## src/rtl/morse_playback.sv

```systemverilog
// Replays stored 10-bit morse symbols from the game RAM as timed pulses on led_out.
// The RAM is read-only here; each symbol is fetched, then shifted out element by element.
module morse_playback #(
    parameter int ADDR_W     = 5,
    parameter int DOT_TICKS  = 1,
    parameter int DASH_TICKS = 3,
    parameter int ELEM_GAP   = 1,
    parameter int SYM_GAP    = 3
) (
    input  logic              clock_1hz,
    input  logic              resetn,
    input  logic              start,
    input  logic [ADDR_W:0]   length,
    output logic [ADDR_W-1:0] ram_addr,
    input  logic [9:0]        ram_q,
    output logic              led_out,
    output logic              busy,
    output logic              done,
    output logic [ADDR_W-1:0] sym_index,
    output logic [2:0]        state_dbg
);

    typedef enum logic [2:0] {
        S_IDLE    = 3'd0,
        S_FETCH   = 3'd1,
        S_LOAD    = 3'd2,
        S_ON      = 3'd3,
        S_GAP     = 3'd4,
        S_SYM_GAP = 3'd5,
        S_DONE    = 3'd6
    } state_t;

    localparam int CNT_W = 8;
    localparam logic [ADDR_W:0]   LEN_ONE  = 1;
    localparam logic [ADDR_W-1:0] ADDR_ONE = 1;
    localparam logic [CNT_W-1:0]  CNT_ONE  = 1;

    state_t            state;
    logic [CNT_W-1:0]  cnt;
    logic [2:0]        elem_cnt;
    logic [9:0]        shreg;
    logic [ADDR_W:0]   len_q;
    logic              last_sym;

    assign state_dbg = state;
    assign last_sym  = ({1'b0, sym_index} == (len_q - LEN_ONE));

    // On-time of an element minus one: bit 1 set means dash, otherwise dot.
    function automatic logic [CNT_W-1:0] elem_ticks(input logic [1:0] elem);
        return elem[1] ? CNT_W'(DASH_TICKS - 1) : CNT_W'(DOT_TICKS - 1);
    endfunction

    always_ff @(posedge clock_1hz) begin
        if (!resetn) begin
            state     <= S_IDLE;
            ram_addr  <= '0;
            sym_index <= '0;
            led_out   <= 1'b0;
            busy      <= 1'b0;
            done      <= 1'b0;
            cnt       <= '0;
            elem_cnt  <= '0;
            shreg     <= '0;
            len_q     <= '0;
        end else begin
            done <= 1'b0;
            case (state)
                S_IDLE: begin
                    if (start) begin
                        busy <= 1'b1;
                        if (length == '0) begin
                            done  <= 1'b1;
                            state <= S_DONE;
                        end else begin
                            len_q     <= length;
                            sym_index <= '0;
                            ram_addr  <= '0;
                            state     <= S_FETCH;
                        end
                    end
                end
                S_FETCH: begin
                    state <= S_LOAD;
                end
                S_LOAD: begin
                    shreg    <= ram_q;
                    elem_cnt <= '0;
                    if (ram_q[9:8] == 2'b00) begin
                        cnt   <= CNT_W'(SYM_GAP - 1);
                        state <= S_SYM_GAP;
                    end else begin
                        led_out <= 1'b1;
                        cnt     <= elem_ticks(ram_q[9:8]);
                        state   <= S_ON;
                    end
                end
                S_ON: begin
                    if (cnt != '0) begin
                        cnt <= cnt - CNT_ONE;
                    end else begin
                        led_out  <= 1'b0;
                        shreg    <= {shreg[7:0], 2'b00};
                        elem_cnt <= elem_cnt + 3'd1;
                        // shreg[7:6] is the element that will sit on top after this shift.
                        if (elem_cnt == 3'd4 || shreg[7:6] == 2'b00) begin
                            cnt   <= CNT_W'(SYM_GAP - 1);
                            state <= S_SYM_GAP;
                        end else begin
                            cnt   <= CNT_W'(ELEM_GAP - 1);
                            state <= S_GAP;
                        end
                    end
                end
                S_GAP: begin
                    if (cnt != '0) begin
                        cnt <= cnt - CNT_ONE;
                    end else begin
                        led_out <= 1'b1;
                        cnt     <= elem_ticks(shreg[9:8]);
                        state   <= S_ON;
                    end
                end
                S_SYM_GAP: begin
                    if (cnt != '0) begin
                        cnt <= cnt - CNT_ONE;
                    end else if (last_sym) begin
                        done  <= 1'b1;
                        state <= S_DONE;
                    end else begin
                        sym_index <= sym_index + ADDR_ONE;
                        ram_addr  <= ram_addr + ADDR_ONE;
                        state     <= S_FETCH;
                    end
                end
                S_DONE: begin
                    busy  <= 1'b0;
                    state <= S_IDLE;
                end
                default: begin
                    state <= S_IDLE;
                end
            endcase
        end
    end

endmodule

```

## config.mk

```make
export PLATFORM = sky130hd
export DESIGN_NAME = morse_playback
export DESIGN_NICKNAME = d
export VERILOG_FILES = /design/src/rtl/morse_playback.sv
export SDC_FILE = /design/constraint.sdc
export NUM_CORES = 1
export LEC_CHECK = 0
export CAP_MARGIN = 20
export CORE_MARGIN = 4
export CORE_UTILIZATION = 32
export DETAILED_ROUTE_END_ITERATION = 8
export HOLD_SLACK_MARGIN = 0.1
export PLACE_DENSITY_LB_ADDON = 0.12
export SYNTH_ARGS = -nofsm -noshare
export SYNTH_HDL_FRONTEND = slang
export SYNTH_SLANG_ARGS = --single-unit
```

## constraint.sdc

```tcl
create_clock -name clock_1hz -period 2.6 [get_ports clock_1hz]
set_input_delay 0.52 -clock clock_1hz [delete_from_list [all_inputs] [get_ports clock_1hz]]
set_output_delay 0.52 -clock clock_1hz [all_outputs]
set_load 0.05 [all_outputs]
```

* Yosys cells after proc, flatten, opt, wreduce, memory -nomap -nowiden
Index checks and enable logic that the tools add are counted.
** Cells by class
- $add $sub $neg :: 5
- Reduce and logical (&&, ||, !) cells :: 18
- Shift operators :: 0
- $mul :: 0
- Eq/ne operators :: 16
- Multiplexer cells :: 40
- Order comparisons :: 0
- Div/mod/pow operators :: 0
- Bitwise gates (word level) :: 1
** Operators by type and width (number)
- 8-bit one-hot mux with 4 select lines :: 1
- 5-bit two-way mux :: 6
- 3-bit two-way mux :: 8
- 8-bit two-way mux :: 3
- 10-bit one-hot mux with 2 select lines :: 1
- 5-bit one-hot mux with 2 select lines :: 2
- 3-bit one-hot mux with 6 select lines :: 1
- 2-bit inequality test (second input constant) :: 8
- 3-bit equality test (second input constant) :: 4
- 5-bit by 1-bit adder with 5-bit output (second input constant) :: 2
- 10-bit two-way mux :: 1
- 1-bit two-way mux :: 9
- 2-bit two-way mux :: 4
- 4-bit AND reduction :: 2
- 8-bit nonzero test :: 1
- 8-bit by 1-bit subtractor with 8-bit output (second input constant) :: 1
- 3-bit by 2-bit equality test with 1-bit output (second input constant) :: 2
- 5-bit by 6-bit equality test with 1-bit output :: 1
- 6-bit logical NOT :: 1
- 3-bit one-hot mux with 2 select lines :: 1
- 2-bit AND reduction :: 3
- 2-bit nonzero test :: 3
- 6-bit by 1-bit subtractor with 6-bit output (second input constant) :: 1
- 5-bit AND reduction :: 1
- 11 further kinds :: 13
** Storage, ports and cells
- Bits in registers :: 43
- Bits in latches :: 0
- Word-level logic and storage cells :: 90
- Bits of input ports :: 19
- Memories :: 0
- Memory bits (read-only) :: 0
- Output and inout port bits :: 16
- Memory bits (writable) :: 0

* Depth between registers and ports, before layout
- Word-level depth :: 5
- Gate-level depth with buffers :: 8
- Depth with buffers taken out :: 8

* Worst setup path before layout
Ideal clock, no wire load.
- Path kind :: register to register
- Start :: reg state[0] (netlist: state_dbg[0])
- End :: reg sym_index[2]
- Data required time :: 2.484 ns
- Setup time :: 0.116 ns
- Buffers on the path :: 1
- Slack :: 0.286 ns
- Stages on the path, launching flop included :: 8
- Arrival time :: 2.198 ns
- Period minus slack after synthesis :: 2.314 ns
- Path through :: dfxtp_1 buf_2 or4b_4 a31oi_4 a21oi_2 a21oi_4 a21oi_1 a31o_2
** Between the ends
- Longest elaborated chain between the ends :: 3
- Elaborated cells between the ends (all ways) :: 9
- Those cells by class :: 5 x eq/ne; 1 x mux; 3 x reduce/logical
** Ends and longest elaborated chain
- start, declared :: line 38 : state_t state;
- start signal, assigned :: line 55 : state <= S_IDLE;
- start signal, assigned :: line 73 : state <= S_DONE;
- start signal, assigned :: line 78 : state <= S_FETCH;
- 3-bit equality test or 3-bit logical NOT (tied branches) :: line 67 : case (state)
- 2-bit inequality test (no source line) or 2-bit nonzero test (tied branches)
- 5-bit AND reduction (no source line)
- end signal, assigned :: line 130 : sym_index <= sym_index + ADDR_ONE;
- end, declared :: line 19 : output logic [ADDR_W-1:0] sym_index,
Parallel ways exist; a longest one is shown, timed or not.
A chain may end at the register's enable or synchronous reset.

* Worst setup path after layout
- Start :: reg state[1] (netlist: state_dbg[1])
- End :: out state_dbg[1]
** RTL lines
- end, declared :: line 20 : output logic [2:0] state_dbg
No word-level cell between the ends.

==> results list <==
* Final setup violation count: 0
- In this run the clock root is driven by a sky130_fd_sc_hd__clkbuf_8.
* Post-route clock period utilization: 0.881
* Proportion of netlist area held by the largest area contributor: 0.366
- Total negative slack: 0 ns
* Crit path required time: between 2 and 2.5 ns
* Crit path buf inv count: 1
- Total nets after synthesis: about 300
- Outcome: complete, no violations
- Once layout is done, the placed cells without fillers occupy approximately 2900 sq um.
- During synthesis, Yosys emitted a total of 0 warnings.
- Post-detailed-placement cell area: between 2000 and 3000 sq um
- Vias in the first global route: a little under 2000
- Cell types with the largest area share after synthesis: sky130_fd_sc_hd__dfxtp_1, sky130_fd_sc_hd__mux2i_1, sky130_fd_sc_hd__nand2_1, sky130_fd_sc_hd__nor2_1, sky130_fd_sc_hd__nor2b_1
* Internal portion of total power: between 1.5 and 2 mW
- In this run the remaining antenna-violating nets after routing total 0.
* Crit path largest cell delay: 0.89 ns
- The share of total power dissipated in combinational logic is 0.499.
* Buffers inserted during post-CTS setup optimization: 0
- Top flip-flop cell by instance count after synthesis: sky130_fd_sc_hd__dfxtp_1
- Met2 global-route usage: 0.205
- Met3 track utilization from global routing: 0.0301
- The number of max-slew violations in the final report is 0.
- Core ar.: 6870 sq um
* Clock slew seen by the registers of the worst setup and hold paths: 0.08 ns
- Entering global routing, the biggest net connects 17 pins.
- Setup slack on the critical path of the routed design comes to 0.310 ns.
- Ordered cell list for the critical path: clkdlybuf4s50_1
* Distinct cell type count of the synthesized netlist: 52
- The final route contains 2046 vias.
* Number of max-cap violations: 0
* Commonest non-fill, non-tap cell in the layout: sky130_fd_sc_hd__dfxtp_1
- Worst slew margin relative to its limit: 0.652
- Largest voltage drop on the vdd net: 416 uV
- The later pin in the worst-skew pair is clocked with a latency of ~0.30 ns.
* Clock skew: 0.0134 ns
- Number of antenna violations at the first check in global routing: 0
* Clock network power share: 0.176
* GRT Resource Usage Total: 0.132
- Met1 track utilization from global routing: 0.183
* Initial Util: 0.334
* R2R setup slack: 0.40 ns
- The worst setup path is launched from a register.
* Iteration-0 DRC Markers: 97
- met2 is the most crowded layer.
- After detailed routing, the average wire length per cell comes to about 13 um.
- Final core occ: 0.426
- Switching Share: 0.429
- Total I/O pin count: 35
* Setup slack at placement: between 0.09 and 0.1 ns
* Commonest non-fill, non-tap cells in the layout: sky130_fd_sc_hd__dfxtp_1, sky130_fd_sc_hd__clkdlybuf4s50_1, sky130_fd_sc_hd__nand2_1, sky130_fd_sc_hd__nor2_1
- The congestion estimate from routability-driven global placement came to 0.752.
* Fmax: about 0.44 GHz
* Top cell family by delay on the critical path: buffers and inverters
* Final critical delay including setup and external delays: 2.29 ns
- Leakage dissipation: 1.15 nW
- After the last flow step, the layout net total stands at between 300 and 400.
- Max stage delay cell, worst path: sky130_fd_sc_hd__clkdlybuf4s50_1
- From synthesis to final layout, the design area changed by 27.5%.
- In the final layout, the share of cells above drive strength 1 is 0.0938.
- The clock tree synthesis step divided the H-tree into 2 levels.
* Drc violations: 0
- Average instance area after synthesis: 8.32 sq um
- Wire length of the first global-routing pass: roughly 9.3 mm
- Setup repair after global routing left no endpoint under its margin.
- TritonCTS clock tree: built
- Die Area: 8590 sq um
- Die Ht: 92.7 um
- Before antenna repair, the detailed router went through 4 iterations.
- Proportion of synthesized flip-flops having asynchronous set or reset: 0
- In this run the worst path has a maximum fanout of 12.
- Fill cell count: ~700
- Measured along the x axis, the die boundary spans approximately 93 um.
- Data arrives at the worst endpoint at 1.77 ns.
* Dominant cell type by area after synthesis: sky130_fd_sc_hd__dfxtp_1
- The share of total power dissipated in sequential elements is 0.324.
* Post-detailed-routing wire length: 5.33 mm
* Cts bufs inserted: 5
- Counting flops and latches in the post-synthesis netlist gives 42.
- Power spread over the standard cell area amounts to approximately 1000 nW/um^2.
- Hold buffers post-CTS: 0
- Vias per Instance: slightly below 5
- Cell area after technology mapping: 2300 sq um
- Row generation in the floorplan step produced 30 rows.
- Antenna diode instance count: 0
* Slew at the pin with the worst max-slew slack: 0.520 ns
* Count of flip-flops with a built-in enable after synthesis: 0
- Worst-case clock buffer depth: 2
* Number of sinks handled by clock tree synthesis: 42
- STA classifies the critical path endpoint as a primary output.
* Post-synthesis sequential area ratio: 0.366
- Final number of hold-violating endpoints: 0
- Summed over all layers, the global routing overflow is 0.
- Input and output buffers added on the ports amount to 34.
* Synthesized instance count: 276
- Sum of net half-perimeters after detailed placement: approximately 4 mm
- Hold slack: 0.482 ns
* Number of resized instances in the post-cts repair step: 0
* Psw: 1.31 mW
- Critical Setup Path Class: reg2out
- The worst hold path belongs to the class reg2reg.
-- power groups by stage --
| stage | Sequential (mW) | Combinational [mW] | Clock, mW |
|---|---|---|---|
| finish | 0.989 | 1.52 | 0.537 |
| global placement | 1.01 | 1.52 | 0 |
| CTS | 0.992 | 1.54 | 0.557 |
| global route | 1.03 | 1.69 | 0.580 |
| detailed placement | 1.01 | 1.53 | 0 |
| floorplan | 1.09 | 0.989 | 0 |
-- per-stage QoR --
stage                     instances  total power, mW
after floorplan                 276             2.07
after global placement          409             2.53
after detailed placement        409             2.54
after CTS                       416             3.09
after global routing            416             3.30
final                           416             3.05
-- layout make-up --
| class | instances | area (sq um) | share of cell area |
|---|---|---|---|
| Sequential cell | 42 | 841 | 0.287 |
| Clock buffer | 6 | 82.6 | 0.0282 |
| Multi-Input combinational cell | 212 | 1360 | 0.466 |
| Timing Repair Buffer | 49 | 453 | 0.155 |
| Inverter | 10 | 37.5 | 0.0128 |
| Tap cell | 96 | 120 | 0.0410 |
| Clock inverter | 1 | 30.0 | 0.0103 |
-- metal layers --
| metal | vias to the layer above | part of all wire |
|---|---|---|
| met2 | 42 | 0.43 |
| met4 | 0 | 0.013 |
| li1 | 1066 | - |
| met5 | - | 0 |
| met3 | 6 | 0.047 |
| met1 | 932 | 0.51 |
-- path summary, 6_finish.rpt --
check	startpoint	endpoint	cells past startpoint
worst max-delay path	state_dbg[1]	state_dbg[1]	1
worst min-delay path	ram_addr[4]	ram_addr[4]	2
worst max register to register	len_q[0]	sym_index[2]	6
worst min register to register	ram_addr[4]	ram_addr[4]	2
-- synthesized netlist by cell type (3+ instances only) --
| library cell | number |
|---|---|
| sky130_fd_sc_hd__xor2_1 | 6 |
| sky130_fd_sc_hd__mux2i_1 | 12 |
| sky130_fd_sc_hd__xnor2_1 | 8 |
| sky130_fd_sc_hd__o22ai_1 | 3 |
| sky130_fd_sc_hd__nor2b_1 | 14 |
| sky130_fd_sc_hd__and3_1 | 3 |
| sky130_fd_sc_hd__o211a_1 | 7 |
| sky130_fd_sc_hd__nor2_1 | 30 |
| sky130_fd_sc_hd__ha_1 | 6 |
| sky130_fd_sc_hd__nor3_1 | 4 |
| sky130_fd_sc_hd__a31oi_1 | 3 |
| sky130_fd_sc_hd__inv_1 | 9 |
| sky130_fd_sc_hd__dfxtp_1 | 42 |
| sky130_fd_sc_hd__nand2_1 | 31 |
| sky130_fd_sc_hd__nand4_1 | 6 |
| sky130_fd_sc_hd__o21ai_0 | 15 |
| sky130_fd_sc_hd__a21oi_1 | 5 |
| sky130_fd_sc_hd__clkbuf_1 | 9 |
| sky130_fd_sc_hd__nand3_1 | 14 |
| sky130_fd_sc_hd__a22oi_1 | 5 |
| sky130_fd_sc_hd__nand2b_1 | 5 |
-- logic make-up after synthesis --
logic type                 share of synthesized area
adders and majority gates                     0.0327
xor gates and xnor gates                      0.0534
AOI/OAI and AO/OA                              0.179
and+or+nand+nor                                0.276
muxes                                         0.0523
DFF                                            0.366
buffers and inverters                         0.0403
-- state kept, by name, summed over array words and instances (netlist names) --
register,count
busy,1
cnt,8
done,1
elem_cnt,3
led_out,1
len_q,6
ram_addr,5
shreg,9
state_dbg,3
sym_index,5
(Power assumes the default switching activity.)
